===== config.mk =====
export PLATFORM = sky130hd
export DESIGN_NAME = spi_slave_top
export DESIGN_NICKNAME = d
export VERILOG_FILES = /design/src/rtl/spi_slave_top.sv
export SDC_FILE = /design/constraint.sdc
export NUM_CORES = 1
export LEC_CHECK = 0
export BUFFER_PORTS_ARGS = -buffer_cell sky130_fd_sc_hd__buf_2
export CELL_PAD_IN_SITES_DETAIL_PLACEMENT = 0
export CELL_PAD_IN_SITES_GLOBAL_PLACEMENT = 1
export CORE_ASPECT_RATIO = 0.5
export CORE_UTILIZATION = 49
export CTS_BUF_LIST = sky130_fd_sc_hd__clkbuf_4 sky130_fd_sc_hd__clkbuf_8 sky130_fd_sc_hd__clkbuf_16
export CTS_CLUSTER_SIZE = 10
export DETAILED_ROUTE_END_ITERATION = 16
export PLACE_DENSITY_LB_ADDON = 0.1
export SLEW_MARGIN = 20
export SYNTH_ARGS = -nofsm -noshare
export SYNTH_HDL_FRONTEND = slang
export SYNTH_SLANG_ARGS = --single-unit
export TNS_END_PERCENT = 100

===== constraint.sdc =====
create_clock -name clk -period 3.05 [get_ports clk]
set_clock_uncertainty 0.15 [all_clocks]
set_input_delay 0.1525 -clock clk [delete_from_list [all_inputs] [get_ports clk]]
set_output_delay 0.1525 -clock clk [all_outputs]
set_load 0.05 [all_outputs]

===== src/rtl/spi_slave_top.sv =====
// SPI responder with an 8-bit CPU register window: CTRL/STATUS, TXDATA, RXDATA.
// SPI pins are asynchronous to clk and are sampled through synchronizers.
// Frame timing (SPI mode, sample edge and shift edge) is taken from a copy of
// CPOL/CPHA captured when ss_n falls.
//
// state    | meaning
// ---------+-----------------------------------------------------------
// S_IDLE   | ss_n high or EN=0; miso held low, edges ignored
// S_ACTIVE | ss_n low with EN=1; bits shifted on synchronized sclk edges
module spi_slave_top #(
    parameter int         ADDR_LSB          = 0,
    parameter int         OPT_MEM_ADDR_BITS = 1,
    parameter logic [7:0] BASE_ADDR         = 8'h80
) (
    input  logic       clk,
    input  logic       reset_n,
    input  logic [7:0] addr,
    input  logic [7:0] din,
    output logic [7:0] dout,
    input  logic       wr_en,
    input  logic       rd_en,
    input  logic       sclk,
    input  logic       mosi,
    output logic       miso,
    input  logic       ss_n
);

    localparam int DEC_LSB = ADDR_LSB + OPT_MEM_ADDR_BITS + 1;
    localparam logic [OPT_MEM_ADDR_BITS:0] IDX_CTRL = 0;
    localparam logic [OPT_MEM_ADDR_BITS:0] IDX_TX   = 1;
    localparam logic [OPT_MEM_ADDR_BITS:0] IDX_RX   = 2;

    typedef enum logic {S_IDLE, S_ACTIVE} state_t;

    state_t     state_q;
    logic [2:0] sclk_q, ss_q;
    logic [1:0] mosi_q;
    logic       en_q, cpha_q, cpol_q;
    logic       cpha_a_q, cpol_a_q;
    logic [7:0] tx_q, rx_q, sr_q, rx_sr_q;
    logic       txe_q, rxv_q, ovr_q, skip_q;
    logic [2:0] cnt_q;

    logic                       hit, wr_hit, rd_hit;
    logic [OPT_MEM_ADDR_BITS:0] idx;
    logic                       wr_ctrl, wr_tx, rd_rx;
    logic [7:0]                 rd_data_d, load_d, rx_shift_d;
    logic                       sclk_lead, sclk_trail, sample_edge, shift_edge;
    logic                       ss_fall, ss_high;

    assign hit     = (addr[7:DEC_LSB] == BASE_ADDR[7:DEC_LSB]);
    assign idx     = addr[ADDR_LSB+OPT_MEM_ADDR_BITS:ADDR_LSB];
    assign wr_hit  = wr_en && hit;
    assign rd_hit  = rd_en && hit;
    assign wr_ctrl = wr_hit && (idx == IDX_CTRL);
    assign wr_tx   = wr_hit && (idx == IDX_TX);
    assign rd_rx   = rd_hit && (idx == IDX_RX);

    // Edges are judged against the mode captured at frame start, not the live CTRL bits.
    assign sclk_lead   = (sclk_q[2] == cpol_a_q) && (sclk_q[1] != cpol_a_q);
    assign sclk_trail  = (sclk_q[2] != cpol_a_q) && (sclk_q[1] == cpol_a_q);
    assign sample_edge = cpha_a_q ? sclk_trail : sclk_lead;
    assign shift_edge  = cpha_a_q ? sclk_lead : sclk_trail;
    assign ss_fall     = ss_q[2] && !ss_q[1];
    assign ss_high     = ss_q[1];

    assign load_d     = txe_q ? 8'h00 : tx_q;
    assign rx_shift_d = {rx_sr_q[6:0], mosi_q[1]};
    assign miso       = (state_q == S_ACTIVE) ? sr_q[7] : 1'b0;

    // CPU read mux; reserved and unmapped indices read as zero.
    always_comb begin
        rd_data_d = 8'h00;
        case (idx)
            IDX_CTRL: rd_data_d = {rxv_q, txe_q, ovr_q, (state_q == S_ACTIVE),
                                   1'b0, cpol_q, cpha_q, en_q};
            IDX_TX:   rd_data_d = tx_q;
            IDX_RX:   rd_data_d = rx_q;
            default:  rd_data_d = 8'h00;
        endcase
    end

    // Two-stage synchronizers; the third sclk/ss_n stage is the previous value for edge detection.
    always_ff @(posedge clk or negedge reset_n) begin
        if (!reset_n) begin
            sclk_q <= 3'b000;
            ss_q   <= 3'b111;
            mosi_q <= 2'b00;
        end else begin
            sclk_q <= {sclk_q[1:0], sclk};
            ss_q   <= {ss_q[1:0], ss_n};
            mosi_q <= {mosi_q[0], mosi};
        end
    end

    // Register file and frame FSM. Later assignments win, so a TXDATA write
    // beats the TXE set from a load, and a new overrun beats an OVR clear.
    always_ff @(posedge clk or negedge reset_n) begin
        if (!reset_n) begin
            state_q  <= S_IDLE;
            en_q     <= 1'b0;
            cpha_q   <= 1'b0;
            cpol_q   <= 1'b0;
            cpha_a_q <= 1'b0;
            cpol_a_q <= 1'b0;
            tx_q     <= 8'h00;
            rx_q     <= 8'h00;
            sr_q     <= 8'h00;
            rx_sr_q  <= 8'h00;
            txe_q    <= 1'b1;
            rxv_q    <= 1'b0;
            ovr_q    <= 1'b0;
            skip_q   <= 1'b0;
            cnt_q    <= 3'd0;
            dout     <= 8'h00;
        end else begin
            if (wr_ctrl) begin
                en_q   <= din[0];
                cpha_q <= din[1];
                cpol_q <= din[2];
                if (din[5]) ovr_q <= 1'b0;
            end
            if (wr_tx) tx_q <= din;
            if (rd_hit) begin
                dout <= rd_data_d;
                if (rd_rx) rxv_q <= 1'b0;
            end

            case (state_q)
                S_IDLE: begin
                    if (ss_fall && en_q) begin
                        state_q  <= S_ACTIVE;
                        cpha_a_q <= cpha_q;
                        cpol_a_q <= cpol_q;
                        sr_q     <= load_d;
                        txe_q    <= 1'b1;
                        cnt_q    <= 3'd0;
                        skip_q   <= cpha_q;
                    end
                end
                S_ACTIVE: begin
                    if (ss_high || !en_q) begin
                        state_q <= S_IDLE;
                        cnt_q   <= 3'd0;
                        skip_q  <= 1'b0;
                    end else if (sample_edge) begin
                        rx_sr_q <= rx_shift_d;
                        if (cnt_q == 3'd7) begin
                            rx_q   <= rx_shift_d;
                            rxv_q  <= 1'b1;
                            // A read of RXDATA in this same cycle already took the old byte.
                            if (rxv_q && !rd_rx) ovr_q <= 1'b1;
                            cnt_q  <= 3'd0;
                            sr_q   <= load_d;
                            txe_q  <= 1'b1;
                            skip_q <= 1'b1;
                        end else begin
                            cnt_q <= cnt_q + 3'd1;
                        end
                    end else if (shift_edge) begin
                        if (skip_q) skip_q <= 1'b0;
                        else        sr_q   <= {sr_q[6:0], 1'b0};
                    end
                end
            endcase

            if (wr_tx) txe_q <= 1'b0;
        end
    end

endmodule


==> results.md <==
* Status: finished clean
* Largest net degree at the start of global routing at 34
* Maximum vdd drop at roughly 0.24 mV
* Core Area at roughly 0.005 mm2
* Detailed Routing Iterations Pass 1 at 4
* Post-synth EDFFs at 0
* Dpl ws at between 800 and 900 ps
* CTS Sinks at 60
* Synth Area in XOR/XNOR at 0.00929
* Final nets at 301
* Worst hold path class: in -> reg
* Critical path's most frequent cell: ha_1
* Hold Violations, Final at 0
* Crit end category: flip-flop
* Post-DP HPWL at 3730 um
* Fmax at between 400 and 500 MHz
* Layout fillers at 399
* Cts bufs inserted at 9
* P&R area growth vs syn at 20.6%
* CTS tree: done
* Synth Instances at between 200 and 250
* 1st-iter DRT viols at around 110
* ANT nets after route at 0
* Multi-input combinational cell area at roughly 0.0011 mm2
* Worst Min Path Start: addr[1]
* Avg Cell Area, Syn at 11.8 um2
* DIE AREA at 0.00581 mm2
* Storage element area at 0.00151 mm2
* Ports at 32
* Clk buf depth at 2
* WHS Endpoint: dout[5]$_DFFE_PN0N_
* Largest cells by area after synthesis: dfrtp_1 52%, mux2_2 9.2%, mux2_4 4.5%
* H-tree depth at 3
* Cell Rows at 18
* Drc violations at 0
* Crit path max fanout at 16
* Reg2reg setup slack at 860 ps
* Pwr/cell area at about 530 mW/mm2
* Wire per inst at 15.0 um
* Min Clock Period, post-route at between 2000 and 2500 ps
* Vias in the first global route at about 1700
* Initial antenna violation count at 0
* Asr flop ratio synth at 1.00
* Synth warn at 0
* Post-Route Setup TNS at 0 ps
* Final setup viols at 0
* Commonest non-fill, non-tap cell in the layout: dfrtp_1
* Critical Path AT at between 2000 and 2500 ps
* Synth Area in Adders at 0.00929
* Hold Path Depth at 4
* Final setup margin at approximately 860 ps
* Die span in y at roughly 54 um
* Post-Place Cell Area at about 0.0029 mm2
* Mapped Area at ~0.0027 mm2
* Fin area at 0.00325 mm2
* Gr usage total at 0.206
* Post-synthesis compound-gate area fraction at 0.114
* Startpoint types: flip-flop
* Commonest non-fill, non-tap cells in the layout: 56 x dfrtp_1, 31 x buf_2, 26 x nand2_1
* Rel. slew slack at 0.517
* Unrepaired setup endpoints after global routing: no
* First-pass GRT wire length at about 8500 um
* Proportion of layout cells with a drive suffix above 1 at 0.310
* Syn Nets at roughly 250
* Worst r2r dst: sr_q[2]$_DFFE_PN0P_
* # Post-CTS Setup Buffers at 0
* Remaining Overflow, GRT at 0
* Mux cell area share after synthesis at 0.174
* Starting Density at 0.527
* Max-Cap Viols at 0
* Main synth FF type: dfrtp_1
* Top-area cell type share of the netlist area at 0.520
* Crit-path cells: ha_1 > ha_1 > nand2b_1 > o221ai_2 > o21ai_0
* Yosys top cell by area: dfrtp_1
* Fraction of the mapped netlist area in simple logic gates at 0.114
* Ratio of final minimum period to clock period at 0.718
* Worst path slowest cell: o221ai_2
* Launching point of the worst reg2reg path: cnt_q[0]$_DFFE_PN0P_
* DR vias at between 1500 and 2000
* Root Driver: clkbuf_8
* Crit Path Category: reg -> reg
* Port bufs at 31
* Slew at the pin with the worst max-slew slack at between 700 and 800 ps
* Leak at 1.59 nW
* Main combinational cell family by area after synthesis: multiplexers
* Via density at around 5.3
* Final Slew Violations at 0
* Worst skew pair latency at 330 ps
* Register bit count reported by yosys at 60
* Die X at ~110 um
* Max stage delay on crit path at ~520 ps
* Clock slew at reported path FFs at ~70 ps
* RD Place Congestion at 0.742
* Worst path required time at around 3000 ps
* Seq/Total Area, Yosys at 0.559
* Wirelength, routed at approximately 5300 um
* Netlist cell types at 35
* Reg2Reg Depth at 5
* N_diodes at 0
-- how the worst max path moves through the flow --
| stage | start | endpoint | slack, ps |
|---|---|---|---|
| after floorplan | cpol_a_q$_DFFE_PN0P_ | rx_q[0]$_DFFE_PN0P_ | 1050 |
| after global routing | cnt_q[0]$_DFFE_PN0P_ | sr_q[2]$_DFFE_PN0P_ | 690 |
| after global placement | cnt_q[0]$_DFFE_PN0P_ | sr_q[1]$_DFFE_PN0P_ | 920 |
| after detailed placement | cnt_q[0]$_DFFE_PN0P_ | sr_q[2]$_DFFE_PN0P_ | 830 |
| after CTS | cnt_q[0]$_DFFE_PN0P_ | sr_q[2]$_DFFE_PN0P_ | 820 |
| final | cnt_q[0]$_DFFE_PN0P_ | sr_q[2]$_DFFE_PN0P_ | 860 |
-- report_power, final --
part / switching [W] / internal, W / leakage, nW / total, W
clock: 0.000311 / 0.000468 / 0.106 / 0.000779
combinational: 0.0000615 / 0.0000466 / 0.675 / 0.000108
sequential: 0.0000159 / 0.000817 / 0.806 / 0.000833
total: 0.000388 / 0.00133 / 1.59 / 0.00172
-- state kept, by name, indices dropped and copies added (netlist names) --
name      count
txe_q         1
cpol_a_q      1
rxv_q         1
dout          8
ovr_q         1
tx_q          8
sclk_q        3
skip_q        1
mosi_q        2
ss_q          3
cpha_a_q      1
en_q          1
rx_sr_q       7
cpol_q        1
rx_q          8
state_q       1
cpha_q        1
sr_q          8
cnt_q         3
-- cells by family (layout without fill, tap and decap cells) --
kind of cell,count (synthesis),count (layout)
compound gates,51,51
xor+xnor,2,2
fa+ha+maj,2,2
buf+inv,12,64
flops,60,60
mux,40,40
simple gates,62,62
-- worst max-delay path, delay by kind of cell, from the launching register on --
kind	cells	cell delay, ps
flip-flops	1	440
adder cells (fa/ha/maj)	2	520
AO/OA/AOI/OAI	2	730
AND/OR/NAND/NOR	1	200
-- through the flow --
| stage | util | std cells | power (W) | hold WS [ps] |
|---|---|---|---|---|
| after detailed placement | 0.569 | 323 | 0.000945 | 109 |
| after CTS | 0.635 | 351 | 0.00174 | 125 |
| after floorplan | - | 229 | 0.000897 | -293 |
| after global routing | 0.635 | 351 | 0.00179 | 178 |
| final | 0.635 | 351 | 0.00172 | 141 |
| after global placement | 0.569 | 323 | 0.000943 | 96.9 |
-- cell type report --
cell class                      count  area share
Timing Repair Buffer               45      0.0894
Multi-Input combinational cell    157       0.349
Clock buffer                       10      0.0404
Tap cell                           70      0.0270
Inverter                            3     0.00347
Clock inverter                      6      0.0273
Sequential cell                    60       0.464
-- Yosys cell counts (2+ instances only) --
master / count
dfrtp_1: 56
nand2_1: 26
mux2_2: 22
o21ai_0: 19
a21oi_1: 16
nor2_1: 15
mux2i_1: 10
mux2_4: 8
nand2b_1: 8
clkbuf_1: 7
a22oi_1: 5
dfstp_2: 4
and2_1: 3
inv_1: 3
nor4_1: 3
o22ai_1: 3
ha_1: 2
nor2b_1: 2
-- per-layer routing --
metal | routed length (um) | vias to the layer above | global-route usage
li1 | - | 904 | -
met1 | 2610 | 912 | 0.273
met2 | 2450 | 41 | 0.314
met3 | 194 | 2 | 0.0798
met4 | 17 | 0 | 0.0753
met5 | 0 | - | 0
-- what timing repair did --
| action | in CTS | in global routing |
|---|---|---|
| hold buffers | 12 | 0 |
| gates resized for setup | 0 | 0 |
| endpoints found under the hold margin | 45 | 0 |
| endpoints found under the setup margin | 0 | 0 |
Note: power is estimated with default switching activity, not from simulation.
